===== src/rtl/ws2812_frame_sequencer.sv =====
`timescale 1ns/1ps
// WS2812 frame sequencer: loads a 24-bit colour register, walks 24*NUM_LEDS bits with rotate pulses, then holds the latch low.
// All outputs are registered; dout trails the bit tick by one cycle; go is only honoured while idle.
module ws2812_frame_sequencer #(
  parameter int NUM_LEDS = 8,
  parameter int T0H      = 40,
  parameter int T1H      = 80,
  parameter int TBIT     = 125,
  parameter int TRES     = 5000
) (
  input  logic clk,
  input  logic reset,
  input  logic go,
  input  logic CurrentBit,
  output logic LoadRegister,
  output logic RotateRegisterLeft,
  output logic dout,
  output logic busy,
  output logic done
);
  localparam int NBITS = 24 * NUM_LEDS;
  localparam int TMAX  = (TBIT > TRES) ? TBIT : TRES;
  localparam int TW    = $clog2(TMAX + 1);
  localparam int CW    = $clog2(NBITS + 1);

  localparam logic [TW-1:0] TICK_BIT_END = TW'(TBIT - 1);
  localparam logic [TW-1:0] TICK_RES_END = TW'(TRES - 1);
  localparam logic [TW-1:0] HI0          = TW'(T0H);
  localparam logic [TW-1:0] HI1          = TW'(T1H);
  localparam logic [CW-1:0] LAST_BIT     = CW'(NBITS - 1);

  typedef enum logic [1:0] {S_IDLE, S_LOAD, S_BIT, S_LATCH} state_t;

  state_t        r_state;
  state_t        w_state_nxt;
  logic [TW-1:0] r_tick;
  logic [TW-1:0] w_tick_nxt;
  logic [CW-1:0] r_bit_cnt;
  logic [CW-1:0] w_bit_cnt_nxt;
  logic          r_bit_q;
  logic          w_bit;
  logic          r_load;
  logic          r_rot;
  logic          r_dout;
  logic          r_busy;
  logic          r_done;

  // The colour bit is taken live on tick 0 and held for the rest of the period.
  assign w_bit = (r_tick == '0) ? CurrentBit : r_bit_q;

  always_comb begin
    w_state_nxt   = r_state;
    w_tick_nxt    = r_tick;
    w_bit_cnt_nxt = r_bit_cnt;
    case (r_state)
      S_IDLE: begin
        if (go) w_state_nxt = S_LOAD;
      end
      S_LOAD: begin
        w_state_nxt   = S_BIT;
        w_tick_nxt    = '0;
        w_bit_cnt_nxt = '0;
      end
      S_BIT: begin
        if (r_tick == TICK_BIT_END) begin
          w_tick_nxt    = '0;
          w_bit_cnt_nxt = r_bit_cnt + CW'(1);
          if (r_bit_cnt == LAST_BIT) w_state_nxt = S_LATCH;
        end else begin
          w_tick_nxt = r_tick + TW'(1);
        end
      end
      S_LATCH: begin
        if (r_tick == TICK_RES_END) begin
          w_state_nxt = S_IDLE;
          w_tick_nxt  = '0;
        end else begin
          w_tick_nxt = r_tick + TW'(1);
        end
      end
      default: w_state_nxt = S_IDLE;
    endcase
  end

  // Pulses are decoded from the next state so each lines up with the state it describes;
  // rotate lands on the last tick so the register has advanced by the next tick 0.
  always_ff @(posedge clk or negedge reset) begin
    if (!reset) begin
      r_state   <= S_IDLE;
      r_tick    <= '0;
      r_bit_cnt <= '0;
      r_bit_q   <= 1'b0;
      r_load    <= 1'b0;
      r_rot     <= 1'b0;
      r_dout    <= 1'b0;
      r_busy    <= 1'b0;
      r_done    <= 1'b0;
    end else begin
      r_state   <= w_state_nxt;
      r_tick    <= w_tick_nxt;
      r_bit_cnt <= w_bit_cnt_nxt;
      if (r_state == S_BIT && r_tick == '0) r_bit_q <= CurrentBit;
      r_load <= (w_state_nxt == S_LOAD);
      r_busy <= (w_state_nxt != S_IDLE);
      r_rot  <= (w_state_nxt == S_BIT) && (w_tick_nxt == TICK_BIT_END);
      r_done <= (w_state_nxt == S_LATCH) && (w_tick_nxt == TICK_RES_END);
      r_dout <= (r_state == S_BIT) && (r_tick < (w_bit ? HI1 : HI0));
    end
  end

  assign LoadRegister       = r_load;
  assign RotateRegisterLeft = r_rot;
  assign dout               = r_dout;
  assign busy               = r_busy;
  assign done               = r_done;

  a_legal_params: assert property (@(posedge clk)
    (T0H > 0) && (T0H < T1H) && (T1H < TBIT) && (TRES >= 1) && (NUM_LEDS >= 1));

endmodule

===== config.mk =====
export PLATFORM = sky130hd
export DESIGN_NAME = ws2812_frame_sequencer
export DESIGN_NICKNAME = d
export VERILOG_FILES = /design/src/rtl/ws2812_frame_sequencer.sv
export SDC_FILE = /design/constraint.sdc
export NUM_CORES = 1
export LEC_CHECK = 0
export CAP_MARGIN = 30
export CORE_ASPECT_RATIO = 1.25
export CORE_MARGIN = 2
export CORE_UTILIZATION = 32
export DETAILED_ROUTE_END_ITERATION = 8
export PLACE_DENSITY_LB_ADDON = 0.12
export SYNTH_ARGS = -nofsm -noshare
export SYNTH_HDL_FRONTEND = slang
export SYNTH_SLANG_ARGS = --single-unit

===== constraint.sdc =====
create_clock -name clk -period 2.3 [get_ports clk]
set_input_delay 0.345 -clock clk [delete_from_list [all_inputs] [get_ports clk]]
set_output_delay 0.345 -clock clk [all_outputs]
set_load 0.05 [all_outputs]

# Word level (Yosys, flattened, before mapping)
# Cells that the tools add are included.
[classes] order_cmp=1 reduce_logical=9 n_mux=12 addsub=2 n_eq_ne=12
[op_table] operator="case mux 13 bit (3 select lines)" n=1
[op_table] operator="equality test 13 bit (second input constant)" n=2
[op_table] operator="equality test 13 x 7 -> 1 bit (second input constant)" n=2
[op_table] operator="two-way mux 13 bit" n=2
[op_table] operator="case mux 8 bit (2 select lines)" n=1
[op_table] operator="adder 13 x 1 -> 13 bit (second input constant)" n=1
[op_table] operator="logical NOT 13 bit" n=1
[op_table] operator="< comparator 13 x 7 -> 1 bit" n=1
[op_table] operator="adder 8 x 1 -> 8 bit (second input constant)" n=1
[op_table] operator="equality test 2 bit (second input constant)" n=4
[op_table] operator="equality test 8 bit (second input constant)" n=1
[op_table] operator="two-way mux 2 bit" n=4
[op_table] operator="two-way mux 8 bit" n=1
[op_table] operator="case mux 2 bit (4 select lines)" n=1
[op_table] operator="two-way mux 7 bit" n=1
[op_table] operator="equality test 2 x 1 -> 1 bit (second input constant)" n=2
[op_table] operator="logical AND 1 bit" n=4
[op_table] operator="nonzero test 2 bit" n=2
[op_table] operator="logical NOT 2 bit" n=1
[op_table] operator="inequality test 2 bit (second input constant)" n=1
[op_table] operator="AND reduction 2 bit" n=1
[op_table] operator="two-way mux 1 bit" n=1
[totals] ff_bits=29

# Longest topological paths before layout
[depth] ltp_word=6 mapped_depth=11

# Least setup slack after synthesis
# No wires, ideal clock.
[synth_timing] path_kind="reg2reg" start="register r_tick[0]" end="register r_done, in the netlist done" n_path_buf=0 setup_slack_ns=0.034 required_time_ns=2.189 setup_time_ns=0.111 arrival_time_ns=2.154 stages_incl_launch_ff=9 cell_sequence="dfrtp_1 inv_1 ha_1 nand2_1 or3_4 nor3_4 a31oi_2 or4_4 a2111oi_2"
[synth_between] elab_chain_cells=5 word_cells_on_any_way=12 cone_classes="1 x add/sub; 4 x eq/ne; 6 x mux; 1 x reduce/logical"
[synth_rtl] element="start, declared" line="36" source="logic [TW-1:0] r_tick;"
[synth_rtl] element="start signal, assigned" line="100" source="r_tick <= w_tick_nxt;"
[synth_rtl] element="adder 13 x 1 -> 13 bit, or another cell as far along" line="70, 78"
[synth_rtl] element="two-way mux 13 bit, or another cell as far along" line="74" source="if (r_tick == TICK_RES_END) begin"
[synth_rtl] element="case mux 13 bit (3 select lines) / case mux 2 bit (4 select lines) (equally long branches)" line="55" source="case (r_state)"
[synth_rtl] element="equality test 13 bit / equality test 2 bit (equally long branches)" line="106" source="r_done <= (w_state_nxt == S_LATCH) && (w_tick_nxt == TICK_RES_END);"
[synth_rtl] element="logical AND 1 bit (*)" line="106"
[synth_rtl] element="end signal, assigned" line="106"
[synth_rtl] element="end, declared" line="46" source="logic r_done;"
# Mark *: on every way between the ends. The rest lies on a longest branch, timed or not.
# A chain may end at the register's enable or synchronous reset.

# Worst setup path in the final report
[layout_timing] start="register r_tick[1]" end="register r_done, in the netlist done"
# The elaborated chain is that of the path after synthesis.

==> flow_metrics.py <==
metrics = {
    "status": {
        "outcome": "finished, final reports clean",
    },
    "synthesis": {
        "yosysTopAreaCell": "dfrtp_1",
        "async_flop_share_pct": 100,
        "syn_area_per_cell_um2": 9.19,
        "synth-edff-count": 0,
        "synthTopCellsByArea": "dfrtp_1, nand3_1, nor2_1, xor2_1, nand2_1",
        "syn-instance-count": 181,
        "synthFlopType": "dfrtp_1",
        "synth_cell_types": 44,
        "ys_seq_area_share_pct": 43.6,
        "synth_top_area_share_pct": 43.6,
        "ys_warn_count": 0,
        "syn_nets": 190,
        "synthTopCellsByCount": "dfrtp_1, nor2_1, nand2_1",
        "synth-seq-cells": 29,
        "yosysMostFrequentCell": "dfrtp_1",
        "synthesis.area_mm2": 0.00166,
    },
    "grt": {
        "first_global_vias": 1539,
        "grt_first_pass_wirelength_um": 7220,
        "grt_max_degree": 30,
        "overflow": 0,
        "antenna_found_initial": 0,
        "grt_usage_pct": 16.6,
    },
    "cts": {
        "clk_pin_slew_ps": 60,
        "cts_tree": "built",
        "cts_buffer_depth": 2,
        "numCtsBuffers": 5,
        "root_buffer": "clkbuf_8",
        "ctsHoldBuffers": 0,
        "htree_num_levels": 2,
        "clock_latency_ps": 280,
        "cts_sinks": 29,
    },
    "die": {
        "die_h_um": 84.6,
        "rows": 29,
        "ios": 9,
        "dieArea_mm2": 0.00579,
        "die_x_um": 68.5,
        "coreArea_mm2": 0.00504,
        "initial_utilization_pct": 33.0,
    },
    "setup_path": {
        "critPathLaunch": "r_tick[1]",
        "cp.buffers_inverters": 4,
        "crit_required_ps": 2480,
        "crit_path_max_fanout": 4,
        "crit_top_cell": "buf_4",
        "reg2reg_from": "r_tick[1]",
        "arrival_ps": 2380,
        "slowest_delay_ps": 500,
        "worst_setup_path_end_kind": "flop",
        "start_kind": "flop",
        "path_cells": "buf_4 -> buf_4 -> ha_4 -> buf_6 -> buf_4 -> nand3_1 -> nor4_2 -> a21oi_1 -> a31oi_2 -> or4_4 -> a2111oi_4",
        "critPathSlowestCell": "or4_4",
        "critPathTopFamily": "simple AND/OR/NAND/NOR gates",
        "path_class": "reg2reg",
    },
    "final_layout": {
        "final_core_util_pct": 45.7,
        "antennaDiodeCount": 0,
        "layout-drive-gt1-share_pct": 34.2,
        "nets": 239,
        "synthToLayoutAreaGrowth_pct": 38.7,
    },
    "routing": {
        "wl_met1_um": 1840,
        "drc_errors": 0,
        "num_vias": 1511,
        "vias_per_cell": 5.16,
        "first_pass_iters": 4,
        "top_layer": "met4",
        "ant_nets": 0,
        "wl_met2_um": 2020,
        "wl_per_cell_um": 14.3,
        "wl_met3_um": 177,
        "drt_iter0_drc": 55,
        "routed_wl_um": 4190,
    },
    "pwr": {
        "p_leak_nw": 1.04,
        "total_power_w": 0.000942,
        "irDropWorstVdd_mv": 0.304,
        "p_per_area_mw_per_mm2": 409,
    },
    "timing": {
        "drv_slew": 0,
        "fmax_ghz": 0.454,
        "period_share_pct": 95.7,
        "hold_viol": 0,
        "setup-tns-final_ps": 0,
        "slew-limit-headroom_pct": 66.5,
        "fin_worst_skew_ps": 3.61,
        "worst_pin_slew_ps": 501,
        "finalSetupViolCount": 0,
        "rsz0062_at_grt": "yes",
        "min_period_ps": 2200,
    },
    "place": {
        "gp_congestion": 0.857,
        "place_hpwl_um": 3140,
        "port_buffers": 8,
    },
    "job": {
        "max-cap-violations": 0,
    },
    "worst_hold_path": {
        "min_path_type": "in2async",
    },
}
[where the power goes]
group | switching [W] | leakage [nW] | internal (W) | total, W
Combinational | 0.0000212 | 0.624 | 0.0000141 | 0.0000353
Sequential | 0.000000637 | 0.377 | 0.000513 | 0.000513
Clock | 0.000180 | 0.0395 | 0.000214 | 0.000394
Total | 0.000202 | 1.04 | 0.000741 | 0.000942
[worst reg2reg max path, stage by stage, from the launching register on]
cell and delay, ps:
dfrtp_1 380, buf_4 140, buf_4 140, ha_4 160, buf_6 120, buf_4 130, nand3_1 90, nor4_2 50
a21oi_1 150, a31oi_2 70, or4_4 500, a2111oi_4 190
[cells in the final DEF (no fill, tap or decap), types with 2 or more instances in the layout]
master,instances
clkdlybuf4s50_1,8
nor2_1,21
nand4_1,3
clkbuf_8,5
a21oi_1,3
ha_1,3
mux2_2,3
buf_4,42
nor4_1,2
xnor2_1,7
nand2_1,18
a21o_1,2
dfrtp_1,28
nor3_1,5
clkbuf_1,3
inv_1,8
a21oi_2,2
or2_4,2
xor2_1,9
nand3_1,16
nor4_4,2
o21ai_0,3
nor4_2,3
or4_4,2
[final cells by class]
type	count	area, um2
clock buffers	8	80.1
inverters	9	33.8
flip-flops and latches	29	727
fillers	494	2740
well taps	62	77.6
repair buffers	51	407
multi-input cells	134	981
[kinds of logic after synthesis]
group | Yosys count | synth area share, %
AND/OR/NAND/NOR | 91 | 28.9
flip-flops | 29 | 43.6
AO/OA/AOI/OAI | 19 | 8.50
buffers and inverters | 18 | 4.74
XOR/XNOR | 16 | 8.43
adder cells (fa/ha/maj) | 5 | 3.76
multiplexers | 3 | 2.03
[per-layer routing]
layer  vias up  GRT usage [%]
li1        727              -
met1       739           21.9
met5         -              0
met3        14           4.16
met2        31           24.7
met4         0           8.36
[flip-flops by register name, summed over array words and instances, names as in the netlist]
register and flops:
dout 1, r_bit_q 1, busy 1, RotateRegisterLeft 1, done 1, r_tick 13
r_state 2, r_bit_cnt 8, LoadRegister 1
[timing repair]
item,4_1_cts,5_1_grt
setup endpoints to repair,2,3
resized for setup,6,20
cloned,0,0
setup buffers,4,5
pin swaps,5,12
[stage by stage]
| step | cell area [um2] | hold WS [ps] | setup WS, ps | cells |
|---|---|---|---|---|
| floorplan | 1660 | 49.4 | 34.4 | 181 |
| CTS | 2170 | 456 | 4.64 | 288 |
| global placement | 2030 | 489 | -195 | 276 |
| finish | 2310 | 438 | 98.9 | 293 |
| global route | 2310 | 478 | -13.1 | 293 |
| detailed placement | 2030 | 491 | -248 | 276 |
[final timing paths]
| path | end | slack [ps] | cells after the start |
|---|---|---|---|
| worst max-delay path | done | 100 | 11 |
| worst min-delay path | LoadRegister | 440 | 2 |
| worst max register to register | done | 100 | 11 |
| worst min register to register | r_bit_q | 500 | 1 |
| max in group asynchronous | r_tick[6] | 1560 | 2 |
| min in group clk | r_bit_q | 500 | 1 |
Power figures use the tool's default switching activity.
